[config.mk]
export PLATFORM = sky130hd
export DESIGN_NAME = vec_op_sequencer
export DESIGN_NICKNAME = d
export VERILOG_FILES = /design/src/rtl/vec_op_sequencer.sv
export SDC_FILE = /design/constraint.sdc
export NUM_CORES = 1
export LEC_CHECK = 0
export BUFFER_PORTS_ARGS = -buffer_cell sky130_fd_sc_hd__buf_2
export CAP_MARGIN = 20
export CORE_UTILIZATION = 45
export DETAILED_ROUTE_END_ITERATION = 10
export PLACE_DENSITY_LB_ADDON = 0.25
export SYNTH_ARGS = -nofsm -noshare
export SYNTH_HDL_FRONTEND = slang
export SYNTH_SLANG_ARGS = --single-unit
[constraint.sdc]
create_clock -name clk -period 2.4 [get_ports clk]
set_clock_uncertainty 0.2 [all_clocks]
set_input_delay 0.36 -clock clk [delete_from_list [all_inputs] [get_ports clk]]
set_output_delay 0.36 -clock clk [all_outputs]
set_load 0.005 [all_outputs]
[src/rtl/vec_op_sequencer.sv]
// Control sequencer for the vector CFU datapath: decodes one command, steps it across the LMUL
// register group, and returns a 32-bit response. Optional busy-cycle counter: VEC_SEQ_PERF_CNT_EN.
module vec_op_sequencer #(
  parameter int NUM_REGS      = 32,
  parameter int MAX_LMUL_LOG2 = 3,
  parameter int VLEN_W        = 6
) (
  input  logic              clk,
  input  logic              reset,
  input  logic              cmd_valid,
  output logic              cmd_ready,
  input  logic [9:0]        cmd_payload_function_id,
  input  logic [31:0]       cmd_payload_inputs_0,
  input  logic [31:0]       cmd_payload_inputs_1,
  output logic              rsp_valid,
  input  logic              rsp_ready,
  output logic [31:0]       rsp_payload_outputs_0,
  output logic [4:0]        reg_op0_sel,
  output logic [4:0]        reg_op1_sel,
  output logic [4:0]        reg_wb_sel,
  output logic              reg_load,
  output logic [1:0]        bus_sel,
  output logic [1:0]        alu_mode,
  output logic              alu_op1_sel,
  output logic [7:0]        alu_imm,
  output logic [2:0]        vlmul,
  output logic [VLEN_W-1:0] vlen
);

  localparam int IDX_W = MAX_LMUL_LOG2;

  localparam logic [2:0] F_SETVL   = 3'd0;
  localparam logic [2:0] F_VADD_VV = 3'd1;
  localparam logic [2:0] F_VSUB_VV = 3'd2;
  localparam logic [2:0] F_VADD_VI = 3'd3;
  localparam logic [2:0] F_VMUL_VV = 3'd4;
  localparam logic [2:0] F_VACC    = 3'd5;
  localparam logic [2:0] F_PERF    = 3'd7;

  typedef enum logic [1:0] {IDLE, EXEC, RESP} state_t;

  state_t            state_q, state_d;
  logic [2:0]        f3_q;
  logic [4:0]        vs1_q, vs2_q, vd_q;
  logic [7:0]        imm_q;
  logic [IDX_W-1:0]  idx_q, last_q, grp_last;
  logic [2:0]        vlmul_q;
  logic [VLEN_W-1:0] vlen_q;
  logic [31:0]       rsp_q;
  logic [2:0]        cmd_f3;
  logic              accept;
  logic              cmd_is_exec;

  // Both channels use plain valid/ready: a transfer happens on a rising edge where valid and
  // ready are both high; the offering side holds its payload steady until that edge.
  assign cmd_ready   = (state_q == IDLE);
  assign accept      = cmd_valid && cmd_ready;
  assign cmd_f3      = cmd_payload_function_id[2:0];
  assign cmd_is_exec = (cmd_f3 >= F_VADD_VV) && (cmd_f3 <= F_VACC);

  assign rsp_valid             = (state_q == RESP);
  assign rsp_payload_outputs_0 = rsp_q;
  assign vlmul                 = vlmul_q;
  assign vlen                  = vlen_q;

  logic unused_cmd_bits;
  assign unused_cmd_bits = ^{cmd_payload_function_id[9:3], cmd_payload_inputs_0[23:21],
                             cmd_payload_inputs_0[15:13], cmd_payload_inputs_0[7:5],
                             cmd_payload_inputs_1[31:VLEN_W]};

  function automatic logic [4:0] wrap_idx(input logic [4:0] base, input logic [IDX_W-1:0] off);
    return 5'((int'(base) + int'(off)) % NUM_REGS);
  endfunction

  // Last group index (N-1); reserved vlmul codes and VACC collapse to a single register.
  always_comb begin
    grp_last = '0;
    if (cmd_f3 != F_VACC && !vlmul_q[2])
      grp_last = IDX_W'((1 << vlmul_q[1:0]) - 1);
  end

  always_ff @(posedge clk) begin
    if (reset) state_q <= IDLE;
    else       state_q <= state_d;
  end

  always_comb begin
    state_d     = state_q;
    reg_op0_sel = '0;
    reg_op1_sel = '0;
    reg_wb_sel  = '0;
    reg_load    = 1'b0;
    bus_sel     = 2'b00;
    alu_mode    = 2'b00;
    alu_op1_sel = 1'b0;
    alu_imm     = '0;
    case (state_q)
      IDLE: begin
        if (cmd_valid) state_d = cmd_is_exec ? EXEC : RESP;
      end
      EXEC: begin
        reg_op0_sel = wrap_idx(vs1_q, idx_q);
        reg_op1_sel = wrap_idx(vs2_q, idx_q);
        reg_wb_sel  = wrap_idx(vd_q, idx_q);
        reg_load    = 1'b1;
        case (f3_q)
          F_VADD_VV: bus_sel = 2'b01;
          F_VSUB_VV: begin
            bus_sel  = 2'b01;
            alu_mode = 2'b01;
          end
          F_VADD_VI: begin
            bus_sel     = 2'b01;
            alu_op1_sel = 1'b1;
            alu_imm     = imm_q;
          end
          F_VMUL_VV: bus_sel = 2'b10;
          F_VACC:    bus_sel = 2'b11;
          default:   bus_sel = 2'b00;
        endcase
        if (idx_q == last_q) state_d = RESP;
      end
      RESP: begin
        if (rsp_ready) state_d = IDLE;
      end
      default: state_d = IDLE;
    endcase
  end

`ifdef VEC_SEQ_PERF_CNT_EN
  logic [31:0] busy_q;

  always_ff @(posedge clk) begin
    if (reset)                          busy_q <= '0;
    else if (accept && cmd_f3 == F_PERF) busy_q <= '0;
    else if (state_q == EXEC)           busy_q <= busy_q + 32'd1;
  end
`endif

  always_ff @(posedge clk) begin
    if (reset) begin
      f3_q    <= '0;
      vs1_q   <= '0;
      vs2_q   <= '0;
      vd_q    <= '0;
      imm_q   <= '0;
      idx_q   <= '0;
      last_q  <= '0;
      vlmul_q <= '0;
      vlen_q  <= '0;
      rsp_q   <= '0;
    end else begin
      if (accept) begin
        f3_q   <= cmd_f3;
        vs1_q  <= cmd_payload_inputs_0[4:0];
        vs2_q  <= cmd_payload_inputs_0[12:8];
        vd_q   <= cmd_payload_inputs_0[20:16];
        imm_q  <= cmd_payload_inputs_0[31:24];
        idx_q  <= '0;
        last_q <= grp_last;
        // The response is fixed at accept time, so it is already stable when RESP is entered.
        if (cmd_f3 == F_SETVL) begin
          vlmul_q <= cmd_payload_inputs_0[2:0];
          vlen_q  <= cmd_payload_inputs_1[VLEN_W-1:0];
          rsp_q   <= 32'(cmd_payload_inputs_1[VLEN_W-1:0]);
        end else if (cmd_is_exec) begin
          rsp_q <= 32'(grp_last) + 32'd1;
`ifdef VEC_SEQ_PERF_CNT_EN
        end else if (cmd_f3 == F_PERF) begin
          rsp_q <= busy_q;
`endif
        end else begin
          rsp_q <= 32'hFFFF_FFFF;
        end
      end else if (state_q == EXEC) begin
        idx_q <= idx_q + 1'b1;
      end
    end
  end

endmodule

Yosys cells after proc, flatten, opt, wreduce, memory -nomap -nowiden
Cells that the tools add are included.
{"block": "word_totals", "register_bits": 75, "inputBits": 78, "elab_cells": 62}
{"block": "op_classes", "add_sub_neg": 6, "magnitude_cmp": 2, "n_eq_ne": 12, "shifts": 1, "mux": 20, "reduce_logical": 10}
{"op": "32-bit 2-to-1 mux", "count": 2}
{"op": "8-bit 2-to-1 mux", "count": 2}
{"op": "5-bit by 3-bit adder with 5-bit output", "count": 3}
{"op": "5-bit 2-to-1 mux", "count": 3}
{"op": "2-bit case mux with 3 select lines", "count": 2}
{"op": "2-bit 2-to-1 mux", "count": 5}
{"op": "3-bit by 2-bit == test with 1-bit output, second input constant", "count": 2}
{"op": "3-bit == test, second input constant", "count": 2}
{"op": "1-bit 2-to-1 mux", "count": 5}
{"op": "3-bit by 1-bit adder with 4-bit output, second input constant", "count": 1}
{"op": "2-bit inequality test, second input constant", "count": 2}
{"op": "3-bit by 1-bit adder with 3-bit output, second input constant", "count": 1}
{"op": "3-bit by 1-bit == test with 1-bit output, second input constant", "count": 1}
{"op": "3-bit == test", "count": 1}
{"op": "3-bit by 1-bit >= comparator with 1-bit output, second input constant", "count": 1}
{"op": "3-bit less-or-equal comparator, second input constant", "count": 1}
{"op": "1-bit logical AND", "count": 3}
{"op": "3-bit zero test", "count": 1}
{"op": "3-bit 2-to-1 mux", "count": 1}
{"op": "3-bit inequality test, second input constant", "count": 1}
{"op": "3-bit AND reduction", "count": 1}
{"op": "3-bit OR reduction", "count": 1}
{"op": "1-bit by 2-bit << shifter with 3-bit output, first input constant", "count": 1}
{"op": "3-bit by 2-bit subtractor with 3-bit output, second input constant", "count": 1}
{"op": "other kinds (7)", "count": 7}

Logic depth before layout (Yosys ltp)
{"block": "depth", "depth_word": 6, "mapped_depth": 7, "depth_no_buf": 7}

Worst setup path after synthesis
Ideal clock, no wire load.
{"block": "synth_path", "path_kind": "register -> output", "from": "register idx_q[0]", "to": "output reg_wb_sel[4]", "t_arrival_ns": 1.494, "t_required_ns": 1.840, "path_slack_ns": 0.346, "stages_incl_launch_ff": 8, "cell_sequence": "dfxtp_1 > ha_1 > inv_1 > fa_1 > nor2b_1 > o21ai_0 > xor2_1 > nor2_1"}
{"block": "synth_between", "elab_chain_cells": 2}
{"item": "from (decl)", "line": "46", "source": "logic [IDX_W-1:0] idx_q, last_q, grp_last;"}
{"item": "from (signal assigned)", "line": "176", "source": "idx_q <= idx_q + 1'b1;"}
{"item": "5-bit by 3-bit adder with 5-bit output", "line": "72", "source": "return 5'((int'(base) + int'(off)) % NUM_REGS);"}
{"item": "5-bit 2-to-1 mux", "line": "97", "source": "case (state_q)"}
{"item": "to (decl)", "line": "20", "source": "output logic [4:0] reg_wb_sel,"}
Every way passes these cells.

Worst setup path after layout
Same ends and word-level chain as after synthesis.

==> flow_summary.ini <==
[run_status]
status = finished, final reports clean

[power_and_ir_drop]
power.net_switching_mw = 0.488
power_per_cell_area_mw_per_mm2 = 530
power_report.internal_total_mw = 1.25
sequentialPowerShare_pct = 53.0
power.switching_fraction_pct = 28.1
combPwrFrac_pct = 18.0
irDropWorstVdd_uv = 298
clockPowerShare_pct = 29.1
leakagePower_nw = 1.60
p_total_mw = 1.73

[synth]
synth_seq_cells = 50
synthesis.nets = 443
synth_edf_count = 0
postSynthCellCount = 351
ys_async_sr_fraction_pct = 0
synthesis.area_per_instance_um2 = 7.82
syn_area_mm2 = 0.00274
yosysWarnings = 0
synth_flop_cell = dfxtp_1
sequential_fraction_of_the_synthesis_area_pct = 36.5
distinct_cells_synth = 39

[drt]
dr.first_iter.drc_count = 103
wl_met1_um = 2800
first_pass_iters = 4
dr_wl_met3_um = 322
antenna_violating_nets_post_route = 0
top_layer = met4
dr_total_vias = 2492
drt-wirelength-per-cell_um = 12.0
wl_um = 6080
avgViaCountPerCell = 4.93
wl_met2_um = 2930
drc_errors_left = 0

[grt]
wire_length_of_the_first_global_routing_pass_um = 9960
globalRouteTotalUtil_pct = 19.9
grt_overflow = 0
first_global_vias = 2266
grt_max_degree = 36
number_of_antenna_violations_at_the_first_check_in_global_routing = 0

[clock_network]
clockRootBuffer = clkbuf_8
worstSkewPairLatency_ns = 0.30
tritoncts_num_sinks = 50
cts-buffers-inserted = 5
clkSlewWorstSetupHoldPaths_ns = 0.09
h-tree-depth = 2
cts.hold.buffers_added = 0
cts_tree = done
clock_path_buffers = 2

[timing]
finalCriticalPeriod_ns = 2.38
unrepaired_setup_endpoints_after_global_routing = true
final_max_slew_viol_count = 0
fmax_mhz = 420
worst_case_setup_margin_in_the_final_layout_ns = 0.0194
max-slew-margin-rel_pct = 63.0
pin_slew_with_the_least_headroom_to_its_limit_ns = 0.554
finalHoldViolations = 0
finalSetupViolCount = 0
post-route-period-util_pct = 99.2

[die]
std_cell_rows = 28
ios = 150
floorplan.die.height_um = 80.1
core_mm2 = 0.00589
die-width_um = 80.1
fp.dieArea_mm2 = 0.00641
floorplan.initialDensity_pct = 46.6

[cells_and_area]
filler_cell_count = 583
instances_no_fill = 505
multi_input_comb_area_mm2 = 0.00143
fraction_of_final_layout_cells_with_drive_strength_greater_than_1_pct = 32.8
number_of_diodes = 0
area_delta_synth_final_pct = 19.3
layout_commonest_cell = buf_2
final_nets = 521
final_cell_mix = buf_2 (106), nand2_1 (74), a21oi_1 (52), dfxtp_1 (47), nor2_1 (21)
seqCellArea_mm2 = 0.00101
fin_util_pct = 55.6

[critical_path]
critPathKind = reg -> out
worst-endpoint-required_ns = 1.84
timing.critical_path.arrival_ns = 1.82
worst_setup_path_end_kind = output pin
startpoint_type = flip-flop
cp_max_fo = 5

[flow_run]
max-cap-violations = 0

[placed_design]
globalplace.congestion = 0.796
place.detailed.instances = 494
detailedPlace.worstSlack_ns = 0.106
buffers_on_ports = 106
dp_hpwl_um = 4450

[min_path]
min-delay-path-class = in -> reg
[Yosys cell counts, types with 2 or more instances]
cell type | instances | area (um^2)
a21o_1 | 4 | 30.0
a21oi_1 | 53 | 265
and2_1 | 13 | 81.3
buf_2 | 7 | 35.0
buf_4 | 29 | 218
buf_6 | 3 | 33.8
clkbuf_1 | 8 | 30.0
dfxtp_1 | 50 | 1000
fa_1 | 3 | 60.1
ha_1 | 11 | 138
inv_1 | 7 | 26.3
nand2_1 | 74 | 278
nand3_1 | 10 | 50.1
nand3b_1 | 2 | 15.0
nor2_1 | 21 | 78.8
nor2b_1 | 4 | 25.0
nor3_1 | 8 | 40.0
nor3_2 | 2 | 20.0
nor3b_1 | 3 | 22.5
o21ai_0 | 8 | 40.0
or3_1 | 2 | 12.5
xnor2_1 | 5 | 43.8
xor2_1 | 8 | 70.1
[final timing paths]
check	from	end	slack (ns)	cells after the start
worst min-delay path	rsp_ready	state_q[1]	0.04	2
worst max-delay path	idx_q[0]	reg_wb_sel[4]	0.02	8
worst max register to register	state_q[0]	last_q[2]	0.62	5
worst min register to register	imm_q[0]	imm_q[0]	0.25	2
[cells by family (layout without fill, tap and decap cells)]
group | after synthesis | in the layout | share of synthesized area [%]
flip-flops | 50 | 50 | 36.5
XOR/XNOR | 13 | 13 | 4.15
AND/OR/NAND/NOR | 146 | 146 | 24.9
AO/OA/AOI/OAI | 73 | 73 | 14.6
adder cells (fa/ha/maj) | 14 | 14 | 7.20
other | 1 | 1 | 0.137
buffers and inverters | 54 | 133 | 12.5
[per-stage QoR]
stage | setup TNS, ns | instance area [um^2] | hold WS [ns]
after floorplan | 0 | 2740 | 0.232
after detailed placement | 0 | 3120 | 0.242
after global routing | -0.198 | 3270 | 0.0314
after global placement | 0 | 3120 | 0.238
after CTS | 0 | 3240 | 0.0291
final | 0 | 3270 | 0.0367
[registers in the layout (all words and copies together), names as in the netlist]
signal	cells
last_q	3
vlmul	3
idx_q	3
f3_q	3
state_q	2
rsp_payload_outputs_0	7
vlen	6
vs2_q	5
imm_q	8
vs1_q	5
vd_q	5
[final cells by class]
| type | instances | share of cell area (%) |
|---|---|---|
| Clock buffer | 7 | 2.64 |
| Clock inverter | 1 | 0.153 |
| Inverter | 7 | 0.802 |
| Multi-Input combinational cell | 247 | 43.7 |
| Sequential cell | 50 | 30.8 |
| Tap cell | 75 | 2.87 |
| Timing Repair Buffer | 118 | 19.1 |
[per-layer routing]
metal	up-vias	track usage, %
li1	1286	-
met1	1135	24.4
met2	67	35.2
met3	4	4.66
met4	0	4.29
met5	-	0
[power groups by stage]
stage / clock, mW / sequential, mW / combinational, mW
floorplan: 0 / 0.932 / 0.230
detailed placement: 0 / 0.939 / 0.311
CTS: 0.528 / 0.919 / 0.315
finish: 0.504 / 0.918 / 0.312
global placement: 0 / 0.937 / 0.305
global route: 0.563 / 0.927 / 0.354
[worst max-delay path: stages (launching register included)]
cell and delay (ns):
dfxtp_4 0.38, ha_2 0.18, inv_1 0.05, fa_2 0.36, nor2b_4 0.13, o21ai_2 0.08, xor2_1 0.14, nor2_1 0.09
buf_2 0.11
[repair_timing]
item                       in CTS  in global routing
setup endpoints to repair       4                  9
buffers inserted                2                  1
gates resized for setup         7                  8
pin swaps                       1                  2
Power figures use the tool's default switching activity.
